File: src/rtl/mem_port_arbiter_pkg.sv
// Shared constants and FSM state type for the unified-memory port arbiter.
package mem_port_arbiter_pkg;

  localparam int unsigned ADDR_SIZE = 32;
  localparam int unsigned WORD_LEN  = 32;

  typedef enum logic [1:0] {
    ARB_IDLE   = 2'd0,
    ARB_BUSY_I = 2'd1,
    ARB_BUSY_D = 2'd2
  } arbState_e;

endpackage

File: src/rtl/arb_watchdog.sv
// Clear/enable cycle counter that flags when TIMEOUT stalled cycles have elapsed.
module arb_watchdog #(
  parameter int unsigned TIMEOUT = 255
) (
  input  logic clk,
  input  logic rst,
  input  logic clear,
  input  logic enable,
  output logic hit
);

  localparam int unsigned CW = (TIMEOUT < 2) ? 1 : $clog2(TIMEOUT);

  logic [CW-1:0] cnt;

  // The count excludes the current cycle, so hit asserts in the TIMEOUT-th
  // stalled cycle (count == TIMEOUT-1) rather than one cycle later.
  assign hit = (cnt == CW'(TIMEOUT - 1));

  // Count enabled cycles; clear restarts the window, hold once hit.
  always_ff @(posedge clk) begin
    if (rst || clear) begin
      cnt <= '0;
    end else if (enable && !hit) begin
      cnt <= cnt + 1'b1;
    end
  end

endmodule

File: src/rtl/mem_port_arbiter.sv
// Shares one single-ported memory between the fetch (I) and load/store (D) ports.
module mem_port_arbiter
  import mem_port_arbiter_pkg::*;
#(
  parameter int unsigned ADDR_W     = ADDR_SIZE,
  parameter int unsigned DATA_W     = WORD_LEN,
  parameter int unsigned STARVE_MAX = 4,
  parameter int unsigned TIMEOUT    = 255
) (
  input  logic                clk,
  input  logic                rst,
  input  logic                i_req,
  input  logic [ADDR_W-1:0]   i_addr,
  output logic                i_ready,
  output logic                i_err,
  output logic [DATA_W-1:0]   i_rdata,
  input  logic                d_req,
  input  logic                d_we,
  input  logic [ADDR_W-1:0]   d_addr,
  input  logic [DATA_W-1:0]   d_wdata,
  input  logic [DATA_W/8-1:0] d_wstrb,
  output logic                d_ready,
  output logic                d_err,
  output logic [DATA_W-1:0]   d_rdata,
  output logic                mem_valid,
  output logic                mem_we,
  output logic [ADDR_W-1:0]   mem_addr,
  output logic [DATA_W-1:0]   mem_wdata,
  output logic [DATA_W/8-1:0] mem_wstrb,
  input  logic                mem_ready,
  input  logic [DATA_W-1:0]   mem_rdata
);

  localparam int unsigned SW = (STARVE_MAX < 1) ? 1 : $clog2(STARVE_MAX + 1);

  arbState_e           state, nextState;
  logic [SW-1:0]       starveCnt;
  logic [ADDR_W-1:0]   addrReg;
  logic                weReg;
  logic [DATA_W-1:0]   wdataReg;
  logic [DATA_W/8-1:0] wstrbReg;
  logic                grantI, grantD;
  logic                busy, wdHit, starved;

  assign busy    = (state != ARB_IDLE);
  assign starved = i_req && (starveCnt == SW'(STARVE_MAX));

  arb_watchdog #(.TIMEOUT(TIMEOUT)) uWatchdog (
    .clk    (clk),
    .rst    (rst),
    .clear  (!busy),
    .enable (busy && !mem_ready),
    .hit    (wdHit)
  );

  // Memory side is driven straight from the latched request.
  assign mem_valid = busy;
  assign mem_we    = weReg;
  assign mem_addr  = addrReg;
  assign mem_wdata = wdataReg;
  assign mem_wstrb = wstrbReg;

  // State register, winner payload latch and starvation counter.
  always_ff @(posedge clk) begin
    if (rst) begin
      state     <= ARB_IDLE;
      starveCnt <= '0;
      addrReg   <= '0;
      weReg     <= 1'b0;
      wdataReg  <= '0;
      wstrbReg  <= '0;
    end else begin
      state <= nextState;
      if (grantD) begin
        addrReg  <= d_addr;
        weReg    <= d_we;
        wdataReg <= d_wdata;
        wstrbReg <= d_wstrb;
        if (i_req && (starveCnt != SW'(STARVE_MAX))) begin
          starveCnt <= starveCnt + 1'b1;
        end
      end else if (grantI) begin
        addrReg   <= i_addr;
        weReg     <= 1'b0;
        wdataReg  <= '0;
        wstrbReg  <= '1;
        starveCnt <= '0;
      end
    end
  end

  // Arbitration, completion/timeout responses and next-state selection.
  always_comb begin
    nextState = state;
    grantI    = 1'b0;
    grantD    = 1'b0;
    i_ready   = 1'b0;
    i_err     = 1'b0;
    i_rdata   = '0;
    d_ready   = 1'b0;
    d_err     = 1'b0;
    d_rdata   = '0;
    unique case (state)
      ARB_IDLE: begin
        if (d_req && !starved) begin
          grantD    = 1'b1;
          nextState = ARB_BUSY_D;
        end else if (i_req) begin
          grantI    = 1'b1;
          nextState = ARB_BUSY_I;
        end
      end
      ARB_BUSY_I: begin
        if (mem_ready) begin
          i_ready   = 1'b1;
          i_rdata   = mem_rdata;
          nextState = ARB_IDLE;
        end else if (wdHit) begin
          i_ready   = 1'b1;
          i_err     = 1'b1;
          nextState = ARB_IDLE;
        end
      end
      ARB_BUSY_D: begin
        if (mem_ready) begin
          d_ready   = 1'b1;
          d_rdata   = weReg ? '0 : mem_rdata;
          nextState = ARB_IDLE;
        end else if (wdHit) begin
          d_ready   = 1'b1;
          d_err     = 1'b1;
          nextState = ARB_IDLE;
        end
      end
      default: nextState = ARB_IDLE;
    endcase
  end

endmodule

File: config.mk
export PLATFORM = sky130hd
export DESIGN_NAME = mem_port_arbiter
export DESIGN_NICKNAME = d
export VERILOG_FILES = /design/src/rtl/mem_port_arbiter_pkg.sv /design/src/rtl/arb_watchdog.sv /design/src/rtl/mem_port_arbiter.sv
export SDC_FILE = /design/constraint.sdc
export NUM_CORES = 1
export LEC_CHECK = 0
export BUFFER_PORTS_ARGS = -buffer_cell sky130_fd_sc_hd__buf_4
export CORE_MARGIN = 10
export CORE_UTILIZATION = 44
export DETAILED_ROUTE_END_ITERATION = 7
export PLACE_DENSITY = 0.91
export RECOVER_POWER = 100
export SLEW_MARGIN = 20
export SYNTH_ARGS = -nofsm -noshare
export SYNTH_HDL_FRONTEND = slang
export SYNTH_SLANG_ARGS = --single-unit
File: constraint.sdc
create_clock -name clk -period 5.4 [get_ports clk]
set_input_delay 0.27 -clock clk [delete_from_list [all_inputs] [get_ports clk]]
set_output_delay 0.27 -clock clk [all_outputs]
set_load 0.01 [all_outputs]
After elaboration in Yosys (flattened, before gate mapping):

Index checks and enable logic that the tools add are counted.

* register bits after elaboration: 82
* output and inout port bits: 138
* bits of input ports: 138
* word-level logic and storage cells: 66

* muxes and demuxes: 33
* add/sub/neg operators: 2
* reduce and logical (&&, ||, !) cells: 16
* eq/ne operators: 8

Operator list (count)
* 2-to-1 mux 32 bit: 9
* 2-to-1 mux 1 bit: 14
* 2-to-1 mux 3 bit: 3
* adder 8 x 1 -> 8 bit, second input constant: 1
* equality test 8 bit, second input constant: 1
* 2-to-1 mux 2 bit: 4
* 2-to-1 mux 4 bit: 2
* != test 3 bit, second input constant: 2
* logical AND 1 bit: 5
* logical NOT 1 bit: 4
* one-hot mux 2 bit (2 select lines): 1
* AND reduction 2 bit: 2
* nonzero test 2 bit: 2
* adder 3 x 1 -> 3 bit, second input constant: 1
* equality test 3 bit, second input constant: 1
* != test 3 x 1 -> 1 bit, second input constant: 1
* equality test 2 x 1 -> 1 bit, second input constant: 1
* equality test 2 bit, second input constant: 1
* logical NOT 2 bit: 1
* != test 2 x 1 -> 1 bit, second input constant: 1
* OR reduction 2 bit: 1
* logical OR 1 bit: 1

Depth between registers and ports, before layout:

* depth in word-level cells: 8
* gate-level depth with buffers: 8
* mapped depth without buffers: 6

Cells and area by module:

Synthesis repeated with hierarchy kept, for this count alone.

* cell total of the unflattened synthesis: 490
* area total of the unflattened synthesis: 4031.4 um2

Modules (own cells, without submodules)
* mem_port_arbiter: cells an instance 439, sequential area each 1481.4 um2, times used 1, area an instance 3588.4 um2
* arb_watchdog: cells an instance 51, sequential area each 160.2 um2, times used 1, area an instance 442.9 um2

Worst setup path before layout:

OpenSTA, ideal clock, no wires.

* path type: reg-to-reg
* from: register uWatchdog.cnt[0]
* to: register uWatchdog.cnt[7]
* required time: 5.330 ns
* stages on the path, launching flop included: 8
* clock period less this slack: 1.770 ns
* data arrival time: 1.700 ns
* setup time: 0.070 ns
* path buffers: 1
* path slack: 3.630 ns
* path through: dfxtp_1 inv_1 ha_1 and3_1 buf_6 a21o_1 or4_1 a21oi_1

* word-level cells in the longest chain between the ends: 3
* elaborated cells on any way between the ends: 4
* classes of those cells: add/sub: 1; eq/ne: 1; reduce/logical: 2

RTL lines
* start: declaration: RTL line arb_watchdog.sv:14 `logic [CW-1:0] cnt;`
* start signal: assignment: RTL line arb_watchdog.sv:25 `cnt <= cnt + 1'b1;`
* parallel branches: the longest is 3 deep, another holds adder 8 x 1 -> 8 bit

Several ways; the timed one is not identified.
A chain may end at the register's enable or synchronous reset.

Worst setup path after layout:

* from: register state[1]
* to: register addrReg[4], in the netlist mem_addr[4]

* word-level cells in the longest chain between the ends: 3
* elaborated cells on any way between the ends: 5
* classes of those cells: mux: 3; reduce/logical: 2

RTL lines
* start: declaration: RTL line mem_port_arbiter.sv:36 `arbState_e state, nextState;`
* start signal: assignment: RTL line mem_port_arbiter.sv:73 `state <= nextState;`
* logical NOT 2 bit (*): RTL line mem_port_arbiter.sv:103 `unique case (state)`
* 2-to-1 mux 1 bit: RTL line mem_port_arbiter.sv:103
* 2-to-1 mux 32 bit or nonzero test 2 bit (tied branches)
* end signal: assignment: RTL line mem_port_arbiter.sv:75 `addrReg <= d_addr;`
* end signal: assignment: RTL line mem_port_arbiter.sv:83 `addrReg <= i_addr;`
* end: declaration: RTL line mem_port_arbiter.sv:38 `logic [ADDR_W-1:0] addrReg;`

Mark *: on every way between the ends. The rest lies on a longest branch, timed or not.

==> flow_summary.ini <==
[grt]
use_met2_pct = 40.0
grt_max_degree = 77
antenna_found_initial = 0
grt_pass1_wl_mm = 23.7
busiest_layer = met2
grtUsageMet1_pct = 24.1
grt.total_usage_pct = 22.9
grt_overflow = 0
grt_pass1_vias = 4337
grt_util_met3_pct = 9.48

[timing]
fmax_mhz = 297
min_period_ns = 3.37
setup_tns_ns = 0
clock_skew_ns = 0.0116
setup_viol = 0
worstMarginPinSlew_ns = 2.40
rsz0062_at_grt = false
slew_headroom_pct = -59.7
hold_violations = 0
period_share_pct = 62.3
drv_slew = 103

[cts]
cts.sinks = 82
cts_root_buffer = clkbuf_8
insertion_delay_ns = 0.36
htree_levels = 3
cts_tree = built
clk_path_buf_depth = 2
cts_resized = 0
holdBufCountCts = 0
numCtsBuffers = 9
clkTransAtPathRegs_ns = 0.09
postCtsSetupRepairBufs = 0

[floorplan]
die_area_sq_mm = 0.0126
design.core.area_sq_mm = 0.00826
ios = 276
die_h_um = 112
start_util_pct = 45.4
num_rows = 33
die_w_um = 112

[setup_path]
ff2ff_path_depth = 5
crit_required_ns = 5.68
crit_cells = 5
endpoint = mem_addr[4]
critPathLaunch = state[1]
critPathKind = flip-flop to flip-flop
regToRegSetupSlack_ns = 2.03
endpoint_kind = flip-flop
slowest_delay_ns = 1.85
cp.arrival_ns = 3.65
start_kind = flip-flop
cp_top_family = simple AND/OR/NAND/NOR gates
r2r_start = state[1]
crit_slowest_cell = and3_1
path_cells = inv_1, ha_1, and3_1, o221ai_1, a21oi_1
timing.rr.end = mem_addr[4]
worst-path-buf-inv = 1
cp_max_fo = 65

[pwr]
p_int_mw = 1.06
ir_drop_v = 0.000220
p_comb_share_pct = 25.7
seq_power_share_pct = 44.6
switching_share_pct = 31.8
clkPwrFrac_pct = 29.7
powerDensity_mw_per_mm2 = 279
p_leak_nw = 2.39
netSwitchingPower_mw = 0.491

[finish]
final_common_cell = buf_4
antenna_cells = 0
final_nets = 834
drive_gt1_share_pct = 26.2
syn_to_final_growth_pct = 47.7
utilization_pct = 67.0
final_cell_mix = buf_4, clkbuf_1, dfxtp_1
final_area_sq_mm = 0.00554

[logic_synthesis]
synthCells = 444
syn-cell-area_sq_mm = 0.00375
synth_top_area_cell = dfxtp_1
synth-edff-count = 0
synth_top_area_share_pct = 43.8
avgSynthCellArea_sq_um = 8.44
ys_warn_count = 0
synth.net_count = 589
ys_ff_latch = 82
yosysSeqAreaShare_pct = 43.8
synthFlopType = dfxtp_1
synthTopCellsByArea = dfxtp_1, o221ai_1, a22oi_1
yosysUniqueCellTypes = 39
synthArstFlopShare_pct = 0

[outcome]
status = finished, violations left
violations = capacitance limit, slew limit

[placed_design]
dpl.hpwl_mm = 12.1
portBuffers = 275
placed_cell_area_sq_mm = 0.00577
gp_congestion = 0.905

[detailed_routing]
ant_nets = 0
routed_via_density = 5.40
wl_per_cell_um = 19.7
vias = 4313
drtIter0Drc = 293
firstDrtPassIters = 5
wirelength_mm = 15.8
drc = 0

[flow_run]
max_cap_viol_count = 2

[min_path]
min_path_type = input pin to flip-flop
[synthesized netlist by cell type (all sizes together), types with 2 or more instances]
master	instances
or4	2
a211oi	2
o21ai	5
a22oi	33
nand3	2
buf	20
nand4b	2
clkbuf	23
o221ai	32
and2	34
a21oi	41
xnor2	4
or3	3
nor3b	4
and3	34
dfxtp	82
nor3	5
nand2	40
inv	6
ha	7
nor2	50
or2	2
[layout make-up]
| class | count | area [sq um] |
|---|---|---|
| Clock buffer | 11 | 141 |
| Fill cell | 756 | 2720 |
| Inverter | 6 | 22.5 |
| Timing Repair Buffer | 277 | 1640 |
| Multi-Input combinational cell | 313 | 1890 |
| Sequential cell | 82 | 1640 |
| Tap cell | 105 | 131 |
| Clock inverter | 5 | 62.6 |
[power groups by stage]
stage / Sequential, mW / Combinational, mW / Clock [mW]
after floorplan: 0.723 / 0.195 / 0
after global placement: 0.700 / 0.432 / 0
after detailed placement: 0.704 / 0.448 / 0
after CTS: 0.691 / 0.449 / 0.468
after global routing: 0.695 / 0.436 / 0.492
final: 0.690 / 0.398 / 0.460
[logic make-up after synthesis]
logic type               share of synthesized area [%]
AND/OR/NAND/NOR                                   25.2
adder cells (fa/ha/maj)                           2.34
AO/OA/AOI/OAI                                     21.5
XOR/XNOR                                          1.17
flip-flops                                        43.8
buffers and inverters                             5.98
[registers in the layout, summed over array words and instances, names as in the netlist]
| name | cells |
|---|---|
| mem_wstrb | 4 |
| mem_wdata | 32 |
| uWatchdog.cnt | 8 |
| state | 2 |
| mem_we | 1 |
| starveCnt | 3 |
| mem_addr | 32 |
[how the worst min path moves through the flow]
stage / startpoint / to / cells past startpoint
3_5_place_dp: mem_addr[9] / mem_addr[9] / 2
3_3_place_gp: mem_addr[20] / mem_addr[20] / 2
6_report: d_wdata[13] / mem_wdata[13] / 3
2_1_floorplan: rst / state[1] / 1
4_1_cts: d_wdata[19] / mem_wdata[19] / 3
5_1_grt: d_wdata[28] / mem_wdata[28] / 3
[per-layer routing]
metal | part of all wire [%] | vias to the layer above
met3 | 9.0 | 32
li1 | - | 2073
met4 | 2.5 | 0
met2 | 52 | 196
met1 | 37 | 2012
met5 | 0 | -
[tightest hold or removal path, delay by kind of cell]
| kind | cells | cell delay, ns |
|---|---|---|
| buffers and inverters | 1 | 0.08 |
| AO/OA/AOI/OAI | 1 | 0.06 |
| AND/OR/NAND/NOR | 1 | 0.07 |
[through the flow]
stage | total power [mW] | worst slack [ns] | instances | hold slack (ns)
after floorplan | 0.918 | 3.63 | 444 | 0.377
after global placement | 1.13 | 3.13 | 783 | 0.442
after detailed placement | 1.15 | 2.99 | 783 | 0.448
after CTS | 1.61 | 2.98 | 799 | 0.145
after global routing | 1.62 | 1.63 | 799 | 0.142
final | 1.55 | 2.03 | 799 | 0.160
(Power assumes the default switching activity.)
